## src/rtl/logic_pkg.sv

```systemverilog
// Op codes and the shared bitwise-op function for the logic unit and the ALU.
// Operands are handled at up to LOGIC_MAXW bits; callers cast to their own width.
package logic_pkg;

  localparam logic [2:0] OP_NOT  = 3'd0;
  localparam logic [2:0] OP_AND  = 3'd1;
  localparam logic [2:0] OP_OR   = 3'd2;
  localparam logic [2:0] OP_XOR  = 3'd3;
  localparam logic [2:0] OP_NAND = 3'd4;
  localparam logic [2:0] OP_NOR  = 3'd5;
  localparam logic [2:0] OP_XNOR = 3'd6;
  localparam logic [2:0] OP_PASS = 3'd7;

  localparam int LOGIC_MAXW = 64;

  function automatic logic [LOGIC_MAXW-1:0] logic_op(
    input logic [2:0]            op,
    input logic [LOGIC_MAXW-1:0] a,
    input logic [LOGIC_MAXW-1:0] b
  );
    logic [LOGIC_MAXW-1:0] r;
    r = '0;
    unique case (op)
      OP_NOT:  r = ~a;
      OP_AND:  r = a & b;
      OP_OR:   r = a | b;
      OP_XOR:  r = a ^ b;
      OP_NAND: r = ~(a & b);
      OP_NOR:  r = ~(a | b);
      OP_XNOR: r = ~(a ^ b);
      OP_PASS: r = a;
    endcase
    return r;
  endfunction

endpackage

```

## src/rtl/logic_unit_pipe_slice.sv

```systemverilog
// One valid/data register slice; loads when empty or when handing off downstream.
// Data only changes on a real load so a stalled slice keeps its contents stable.
module pipe_slice #(
  parameter int           W   = 17,
  parameter logic [W-1:0] RST = '0
) (
  input  logic         clk,
  input  logic         rst_n,
  input  logic         up_valid,
  input  logic [W-1:0] up_data,
  output logic         up_ready,
  input  logic         down_ready,
  output logic         valid,
  output logic [W-1:0] data
);

  logic load;

  assign load     = ~valid | down_ready;
  assign up_ready = load;

  always_ff @(posedge clk or negedge rst_n) begin
    if (!rst_n) begin
      valid <= 1'b0;
      data  <= RST;
    end else if (load) begin
      valid <= up_valid;
      if (up_valid) data <= up_data;
    end
  end

endmodule

```

## src/rtl/logic_unit_pipe.sv

```systemverilog
// Pipelined bitwise logic unit: compute + zero flag, then STAGES register slices.
// Ready ripples combinationally from out_ready back to in_ready (no skid buffer).
module logic_unit_pipe
  import logic_pkg::*;
#(
  parameter int WIDTH  = 16,
  parameter int STAGES = 2
) (
  input  logic             clk,
  input  logic             rst_n,
  input  logic             in_valid,
  output logic             in_ready,
  input  logic [2:0]       op,
  input  logic [WIDTH-1:0] a,
  input  logic [WIDTH-1:0] b,
  output logic             out_valid,
  input  logic             out_ready,
  output logic [WIDTH-1:0] out,
  output logic             zr
);

  localparam logic [WIDTH:0] SLICE_RST = {1'b1, {WIDTH{1'b0}}};

  logic [WIDTH-1:0] res;
  logic             res_zr;

  // Unpacked so each link of the ready/valid chain is its own net.
  logic           v   [STAGES+1];
  logic           rdy [STAGES+1];
  logic [WIDTH:0] d   [STAGES+1];

  assign res    = WIDTH'(logic_op(op, LOGIC_MAXW'(a), LOGIC_MAXW'(b)));
  assign res_zr = ~|res;

  assign v[0]        = in_valid;
  assign d[0]        = {res_zr, res};
  assign rdy[STAGES] = out_ready;

  for (genvar k = 0; k < STAGES; k++) begin : g_slice
    pipe_slice #(
      .W   (WIDTH + 1),
      .RST (SLICE_RST)
    ) u_slice (
      .clk        (clk),
      .rst_n      (rst_n),
      .up_valid   (v[k]),
      .up_data    (d[k]),
      .up_ready   (rdy[k]),
      .down_ready (rdy[k+1]),
      .valid      (v[k+1]),
      .data       (d[k+1])
    );
  end

  assign in_ready  = rdy[0];
  assign out_valid = v[STAGES];
  assign {zr, out} = d[STAGES];

endmodule

```

## config.mk

```make
export PLATFORM = sky130hd
export DESIGN_NAME = logic_unit_pipe
export DESIGN_NICKNAME = d
export VERILOG_FILES = /design/src/rtl/logic_pkg.sv /design/src/rtl/logic_unit_pipe_slice.sv /design/src/rtl/logic_unit_pipe.sv
export SDC_FILE = /design/constraint.sdc
export NUM_CORES = 1
export LEC_CHECK = 0
export CAP_MARGIN = 20
export CORE_MARGIN = 5
export CORE_UTILIZATION = 59
export CTS_BUF_LIST = sky130_fd_sc_hd__clkbuf_4
export CTS_CLUSTER_DIAMETER = 50
export DETAILED_ROUTE_END_ITERATION = 8
export GPL_TIMING_DRIVEN = 0
export MAX_ROUTING_LAYER = met4
export PLACE_DENSITY = 0.88
export SLEW_MARGIN = 20
export SYNTH_ARGS = -nofsm -noshare
export SYNTH_HDL_FRONTEND = slang
export SYNTH_SLANG_ARGS = --single-unit
export TNS_END_PERCENT = 20
```

## constraint.sdc

```tcl
create_clock -name clk -period 4.2 [get_ports clk]
set_clock_uncertainty 0.2 [all_clocks]
set_input_delay 0.84 -clock clk [delete_from_list [all_inputs] [get_ports clk]]
set_output_delay 0.84 -clock clk [all_outputs]
set_load 0.01 [all_outputs]
```

Yosys cells after proc, flatten, opt, wreduce, memory -nomap -nowiden --
Index checks and enable logic that the tools add are counted.
Storage, ports and cells: flip-flop bits (word level) 36, input bits 39, output and inout bits 19, logic and storage cells 28
Cells by class: equality and inequality tests 7, muxes and demuxes 1, bitwise gates (word level) 11, reductions and logical operators 5
Operators by type and width (number):
- case mux 16 bit (8 select lines) | 1
- inverter 16 bit | 4
- AND 16 bit | 1
- OR 16 bit | 1
- OR reduction 16 bit | 1
- bitwise XOR 16 bit | 1
- == test 3 bit (second input constant) | 4
- == test 3 x 2 -> 1 bit (second input constant) | 2
- AND reduction 2 bit | 2
- == test 3 x 1 -> 1 bit (second input constant) | 1
- zero test 3 bit | 1
- inverter 1 bit | 2
- OR 1 bit | 2
- zero test 1 bit | 1

Logic depth before layout (Yosys ltp) --
Gate-level depths: netlist of the first run.
depth in word-level cells 5, mapped depth 9, gate-level depth less buffers 8

Modules after synthesis --
A second synthesis of the first run with hierarchy kept.
Second synthesis, totals: cell total of the unflattened synthesis 352, area total of the unflattened synthesis 3244.4 um^2
Modules (own cells, without submodules):
- logic_unit_pipe | instances 1, cells an instance 274, area each 1778.0 um^2, seq. area each 0.0 um^2
- pipe_slice | instances 2, cells an instance 39, area each 733.2 um^2, seq. area each 451.7 um^2

Worst setup path after synthesis of the first run --
OpenSTA, ideal clock, no wires.
kind input port to flip-flop, start point in a[11], end point reg g_slice[0].u_slice.data[16], library setup time 0.078 ns, data arrival time 2.209 ns, required time 3.922 ns, setup slack 1.713 ns, stages on the path 7, buffers on the path 0, cells stage by stage inv_1 -> ha_1 -> or2_2 -> mux4_2 -> nand2_1 -> nor4_2 -> a31o_1
On the way: word-level cells in the longest chain between the ends 5, elaborated cells on any way between the ends 10, classes of those cells mux (1); bitwise (7); reduce/logical (2)
RTL lines:
- from (decl) | RTL line logic_unit_pipe.sv:14 | input logic [WIDTH-1:0] a,
- bitwise XOR 16 bit (tied with other cells) | RTL line logic_pkg.sv:27, logic_pkg.sv:30
- inverter 16 bit (on tied branches) | RTL line logic_pkg.sv:30, logic_pkg.sv:28, logic_pkg.sv:29
- case mux 16 bit (8 select lines) (*) | RTL line logic_pkg.sv:23 | unique case (op)
- OR reduction 16 bit (*) | RTL line logic_unit_pipe.sv:33 | assign res_zr = ~|res;
- zero test 1 bit (*) | RTL line logic_unit_pipe.sv:33
- to (signal assigned) | RTL line logic_unit_pipe_slice.sv:28 | if (up_valid) data <= up_data;
- to (decl) | RTL line logic_unit_pipe_slice.sv:14 | output logic [W-1:0] data
Mark *: on every way between the ends. The rest lies on a longest branch, timed or not. A chain may end at the register's enable or synchronous reset.

Final worst setup path of the first run --
start point in out_ready, end point out in_ready
On the way: word-level cells in the longest chain between the ends 2
RTL lines:
- from (decl) | RTL line logic_unit_pipe.sv:17 | input logic out_ready,
- OR 1 bit (2 in a row) | RTL line logic_unit_pipe_slice.sv:19 | assign load = ~valid | down_ready;
- to (decl) | RTL line logic_unit_pipe.sv:12 | output logic in_ready,
No other way between the ends.

==> impl_metrics.json, run 1 <==
{
  "critPathMaxStageDelay_ps": 570,
  "rsz0062_at_grt": "false",
  "yosysWarnings": 0,
  "coreArea_um2": 5440,
  "met3_usage_pct": 2.94,
  "critPathLaunch": "out_ready",
  "async_reset_ff_share_pct": 100,
  "synth-seq-cells": 36,
  "grt_max_degree": 26,
  "cap_violations": 0,
  "drc": 0,
  "tightest_slew_ps": 505,
  "final_nets": 499,
  "cts.clk_slew.worst_paths_ps": 100,
  "leakage_nw": 1.85,
  "dieWidth_um": 84.4,
  "cts_buffer_depth": 2,
  "path_delay_family": "buffers and inverters",
  "crit_buf_inv": 2,
  "wl_per_cell_um": 14.9,
  "numCtsBuffers": 5,
  "drtPass1Iterations": 5,
  "r2r-start": "g_slice[1].u_slice.valid",
  "fin_crit_sh_pct": 73.9,
  "p_per_area_nw_per_um2": 290,
  "cp.arrival_ps": 2060,
  "grt_busiest_layer": "met2",
  "antenna_found_initial": 0,
  "worst_setup_path_start_kind": "primary input",
  "diodes": 0,
  "synth_flop_cell": "dfrtp_1",
  "gp_congestion": 0.900,
  "postCtsSetupBuffers": 0,
  "vias": 2831,
  "ios": 58,
  "yosys-top-cells-area": "dfrtp_1 (26%), ha_1 (12%), mux2_2 (7.9%)",
  "io_buffer_count": 56,
  "syn_area_um2": 3270,
  "finalWirelength_um": 7440,
  "peakVddDrop_v": 0.000188,
  "path_max_fanout": 4,
  "htreeDepth": 2,
  "dp_hpwl_um": 6000,
  "ctsResizeCount": 0,
  "seqCellArea_um2": 903,
  "avgSynthCellArea_um2": 8.98,
  "required_ps": 3160,
  "cp-end-kind": "primary output",
  "cpMostUsedCell": "clkdlybuf4s50_1",
  "crit_chain": "clkdlybuf4s50_1 -> nand3b_1 -> clkdlybuf4s50_1",
  "r2r_slack_ps": 2280,
  "final_layout_size_suffix_gt1_share_pct": 17.9,
  "maxSlewViolCount": 0,
  "netlist_instances": 364,
  "clock.fmax_mhz": 322,
  "grt_pass1_wl_um": 12400,
  "area.growth.synth_to_final_pct": 22.2,
  "clock_sinks": 36,
  "yosysUniqueCellTypes": 54,
  "synth_top_area_cell": "dfrtp_1",
  "cts_tree": "done",
  "min_path_type": "in -> async",
  "overflow": 0,
  "grt_pass1_vias": 2792,
  "setup_tns_ps": 0,
  "clk_latency_ps": 340,
  "vias_per_cell": 5.65,
  "final_common_cell": "clkdlybuf4s50_1",
  "status": "complete, no violations",
  "final_cells": 501,
  "track_usage_pct": 21.5,
  "place_inst": 493,
  "nFillCells": 423,
  "synth_fp_nets": 435,
  "criticalPathCategory": "in -> out",
  "postRouteAntennaNets": 0,
  "die_y_um": 84.4,
  "die-area_um2": 7130,
  "synth_edf_count": 0,
  "rows": 27,
  "drtIter0Drc": 127,
  "synth_top_area_share_pct": 26.0,
  "cts_root_buffer": "clkbuf_4",
  "postCtsHoldBufs": 0,
  "yosysSeqAreaShare_pct": 27.6,
  "multiInputGateArea_um2": 1910,
  "initial_core_util_pct": 60.1,
  "crit_slowest_cell": "clkdlybuf4s50_1",
  "hold_viol": 0,
  "relSlewSlack_pct": 66.4,
  "post-route-min-period_ps": 3100,
  "grtUsageMet2_pct": 36.0,
  "final_cell_mix": "clkdlybuf4s50_1 (55), inv_1 (39), dfrtp_1 (34), ha_1 (32), nand2_1 (30)",
  "setup_viol": 0,
  "grt_use_met1_pct": 26.1
}
==> power breakdown <==
group / switching (W) / total, W / leakage, nW / internal [W]
clock network: 0.000105 / 0.000173 / 0.0307 / 0.0000683
registers: 0.0000375 / 0.000462 / 0.426 / 0.000424
logic: 0.000213 / 0.000522 / 1.40 / 0.000309
total: 0.000356 / 0.00116 / 1.85 / 0.000801
==> worst paths after layout <==
kind / depth (start not counted) / end
hold / removal: 1 / g_slice[0].u_slice.data[7]
max in group asynchronous: 2 / g_slice[1].u_slice.data[16]
hold reg to reg: 1 / g_slice[0].u_slice.data[11]
setup / recovery: 3 / in_ready
min in group clk: 1 / g_slice[0].u_slice.data[11]
setup reg to reg: 4 / g_slice[1].u_slice.data[5]
==> worst reg2reg max path: stages (launching register included) <==
cell and delay (ps):
dfrtp_1 380, nand2b_1 90, nand2_1 300, clkbuf_1 450, mux2_2 390
==> through the flow <==
stage	hold slack, ps	setup slack, ps	power, W	util (%)	cell area, µm²
4_1_cts	168	1100	0.00117	73.5	4000
2_1_floorplan	245	1710	0.000782	-	3270
3_5_place_dp	267	907	0.000993	72.5	3940
5_1_grt	183	1080	0.00123	73.5	4000
6_report	173	1100	0.00116	73.5	4000
3_3_place_gp	264	978	0.000971	72.1	3920
==> sequential cells by signal, summed over array words and instances, names as in the netlist <==
| register | count |
|---|---|
| g_slice.u_slice.valid | 2 |
| g_slice.u_slice.data | 34 |
==> cell usage after synthesis (all sizes together), types with 2 or more instances <==
cell type and n:
a211oi 6, a21o 2, a21oi 19, a221o 2
a221oi 3, a2bb2oi 3, a31oi 4, and2b 3
buf 32, clkbuf 4, dfrtp 34, dfstp 2
ha 32, inv 41, mux2 23, mux2i 8
mux4 3, nand2 31, nand2b 6, nand3 4
nand4 3, nor2 17, nor2b 14, nor3 4
nor4 2, o2111ai 2, o211ai 13, o21ai 21
o221a 2, o221ai 4, o22ai 3, o31ai 3
o32ai 2, or2 2
==> kinds of logic (layout without fill, tap and decap cells) <==
kind of cell	count (synthesis)	after routing	synth area share, %
AOI/OAI and AO/OA	95	95	19.8
adders and majority gates	32	32	12.2
buffers and inverters	77	142	13.9
DFF	36	36	27.6
muxes	34	34	12.4
and+or+nand+nor	90	90	14.0
==> final cells by class <==
cell class	instances	area share, %
multi-input cells	251	47.8
repair buffers	57	14.6
inverters	41	3.85
clock buffers	6	1.13
plain buffers	36	7.55
well taps	72	2.25
flip-flops and latches	36	22.6
clock inverters	2	0.188
==> layer usage <==
layer | vias up | routed length [µm]
li1 | 1397 | -
met1 | 1318 | 3120
met2 | 100 | 3650
met3 | 16 | 524
met4 | 0 | 146
met5 | - | 0
No activity file was read; power rests on OpenSTA's default activity.
==> run 2, diff against run 1 <==
- CORE_UTILIZATION: 59 -> 55
- PLACE_DENSITY: 0.88 -> 0.83
- clock period: 4.2 -> 3.2 ns (I/O delays scaled with it)
==> run 2 against run 1 <==
Compared with the run above:
- global-route usage is 0.90 points lower
- clock power is 24% higher
- combinational power is 32% higher
- via count is 3.0% higher
- power is 31% higher
- utilization is 5.1 points lower
- register-to-register slack worse by 1000 ps
- flip-flop and latch count stayed put
- hold slack better by 120 ps
- first-iteration DRC count is 10% lower
- final area is 0.13% higher
- die area is 6.4% higher
- largest cell class unchanged
- largest power group unchanged
==> impl_metrics.json, run 2 (synthesized netlist as in run 1, its figures left out) <==
{
  "htreeDepth": 2,
  "criticalPathCategory": "in -> reg",
  "cts_tree": "done",
  "p_per_area_nw_per_um2": 378,
  "final_cells": 505,
  "hold_path_startpoint": "g_slice[1].u_slice.data[0]",
  "final_cell_mix": "clkdlybuf4s50_1 (55), inv_1 (39), dfrtp_1 (34), ha_1 (32), nand2_1 (30)",
  "status": "complete, no violations",
  "cap_violations": 0,
  "relSlewSlack_pct": 64.3,
  "dr_wl_met3_um": 516,
  "finalWirelength_um": 7550,
  "maxSlewViolCount": 0,
  "combPwrFrac_pct": 45.6,
  "clock_sinks": 36,
  "coreArea_um2": 5850,
  "peakVddDrop_v": 0.000348,
  "setup_tns_ps": 0,
  "drt-met1-wl_um": 3180,
  "r2r-start": "g_slice[1].u_slice.valid",
  "met2WireLength_um": 3700,
  "power_switching_w": 0.000470,
  "final_layout_size_suffix_gt1_share_pct": 18.1,
  "overflow": 0,
  "reg2regPathDepth": 4,
  "clk_latency_ps": 320,
  "holdPathEnd": "g_slice[1].u_slice.data[0]",
  "numCtsBuffers": 5,
  "grt_max_degree": 35,
  "drc": 0,
  "grt_pass1_vias": 2742,
  "track_usage_pct": 20.6,
  "final_common_cell": "clkdlybuf4s50_1",
  "cts_root_buffer": "clkbuf_4",
  "tightest_slew_ps": 536,
  "leakage_nw": 1.86,
  "die_y_um": 87.1,
  "fin_util_pct": 68.4,
  "cp-end-kind": "register",
  "regMostFlops": "g_slice.u_slice.data",
  "min_path_type": "reg -> reg",
  "rows": 28,
  "reg.largest.list": "g_slice.u_slice.data: 34 flops, g_slice.u_slice.valid: 2 flops",
  "wl_per_cell_um": 14.9,
  "drtIter0Drc": 114,
  "required_ps": 3270,
  "antenna_found_initial": 0,
  "diodes": 0,
  "drtPass1Iterations": 4,
  "rsz0062_at_grt": "false",
  "grt_pass1_wl_um": 12300,
  "cts.clk_slew.worst_paths_ps": 100,
  "initial_core_util_pct": 55.9,
  "r2r_end": "g_slice[1].u_slice.data[8]",
  "top_layer": "met4",
  "ios": 58,
  "path_max_fanout": 4,
  "hold_viol": 0,
  "cp.arrival_ps": 2820,
  "p_int_w": 0.00104,
  "post-route-min-period_ps": 2750,
  "r2r_slack_ps": 1230,
  "dp_hpwl_um": 6040,
  "clock.fmax_mhz": 364,
  "gp_congestion": 0.905,
  "area.growth.synth_to_final_pct": 22.3,
  "setup_viol": 0,
  "die-area_um2": 7590,
  "clkPwrFrac_pct": 14.2,
  "final_nets": 500,
  "p_sw_share_pct": 31.1,
  "hold_depth": 2,
  "postRouteAntennaNets": 0,
  "vias_per_cell": 5.77,
  "postCtsSetupBuffers": 0,
  "fin_crit_sh_pct": 85.9,
  "io_buffer_count": 56,
  "largest_reg_flops": 34,
  "vias": 2915,
  "worst_setup_path_start_kind": "primary input",
  "ctsResizeCount": 0,
  "dieWidth_um": 87.1,
  "cts_buffer_depth": 2,
  "place_inst": 496,
  "seqPwrFrac_pct": 40.2
}
[run 2: worst max-delay path, stage by stage]
cell and delay [ps]:
clkdlybuf4s50_1 540, inv_1 60, ha_1 330, nand2_1 70, o21ai_0 80, a221o_1 350, mux2i_1 230, nor4bb_1 340
a31o_1 180
[run 2: power by group through the flow]
stage	clock network, W	registers, W	logic, W
3_3_place_gp	0	0.000612	0.000663
3_5_place_dp	0	0.000619	0.000689
4_1_cts	0.000225	0.000610	0.000692
5_1_grt	0.000240	0.000623	0.000749
2_1_floorplan	0	0.000602	0.000425
6_report	0.000215	0.000608	0.000689
[run 2: area by class of cell]
cell class	count	area, µm²
well taps	75	93.8
fillers	485	1850
multi-input cells	251	1910
inverters	41	154
plain buffers	36	302
repair buffers	58	586
clock inverters	3	13.8
flip-flops and latches	36	903
clock buffers	5	37.5
[run 2: repair_timing]
action,4_1_cts,5_1_grt
hold endpoints to repair,2,0
setup endpoints to repair,0,0
hold buffers,1,0
[run 2: how the worst max path moves through the flow]
stage / cells past startpoint / from / slack [ps] / endpoint
after floorplan: 7 / a[11] / 910 / g_slice[0].u_slice.data[16]
final: 9 / a[9] / 450 / g_slice[0].u_slice.data[16]
after global placement: 9 / a[9] / 210 / g_slice[0].u_slice.data[16]
after global routing: 7 / op[1] / 320 / g_slice[0].u_slice.data[16]
after CTS: 7 / op[1] / 490 / g_slice[0].u_slice.data[16]
after detailed placement: 7 / op[1] / 130 / g_slice[0].u_slice.data[16]
[run 2: per-layer routing]
| metal | track usage [%] | vias up |
|---|---|---|
| li1 | - | 1410 |
| met2 | 36.3 | 113 |
| met3 | 2.55 | 16 |
| met4 | 6.28 | 0 |
| met1 | 24.6 | 1376 |
| met5 | - | - |
[run 2: per-stage QoR]
stage / power (W) / setup WS, ps / hold slack (ps) / area (µm²)
finish: 0.00151 / 452 / 289 / 4000
global route: 0.00161 / 324 / 315 / 4000
CTS: 0.00153 / 489 / 289 / 4000
detailed placement: 0.00131 / 131 / 250 / 3940
global placement: 0.00128 / 212 / 263 / 3920
floorplan: 0.00103 / 913 / 144 / 3270
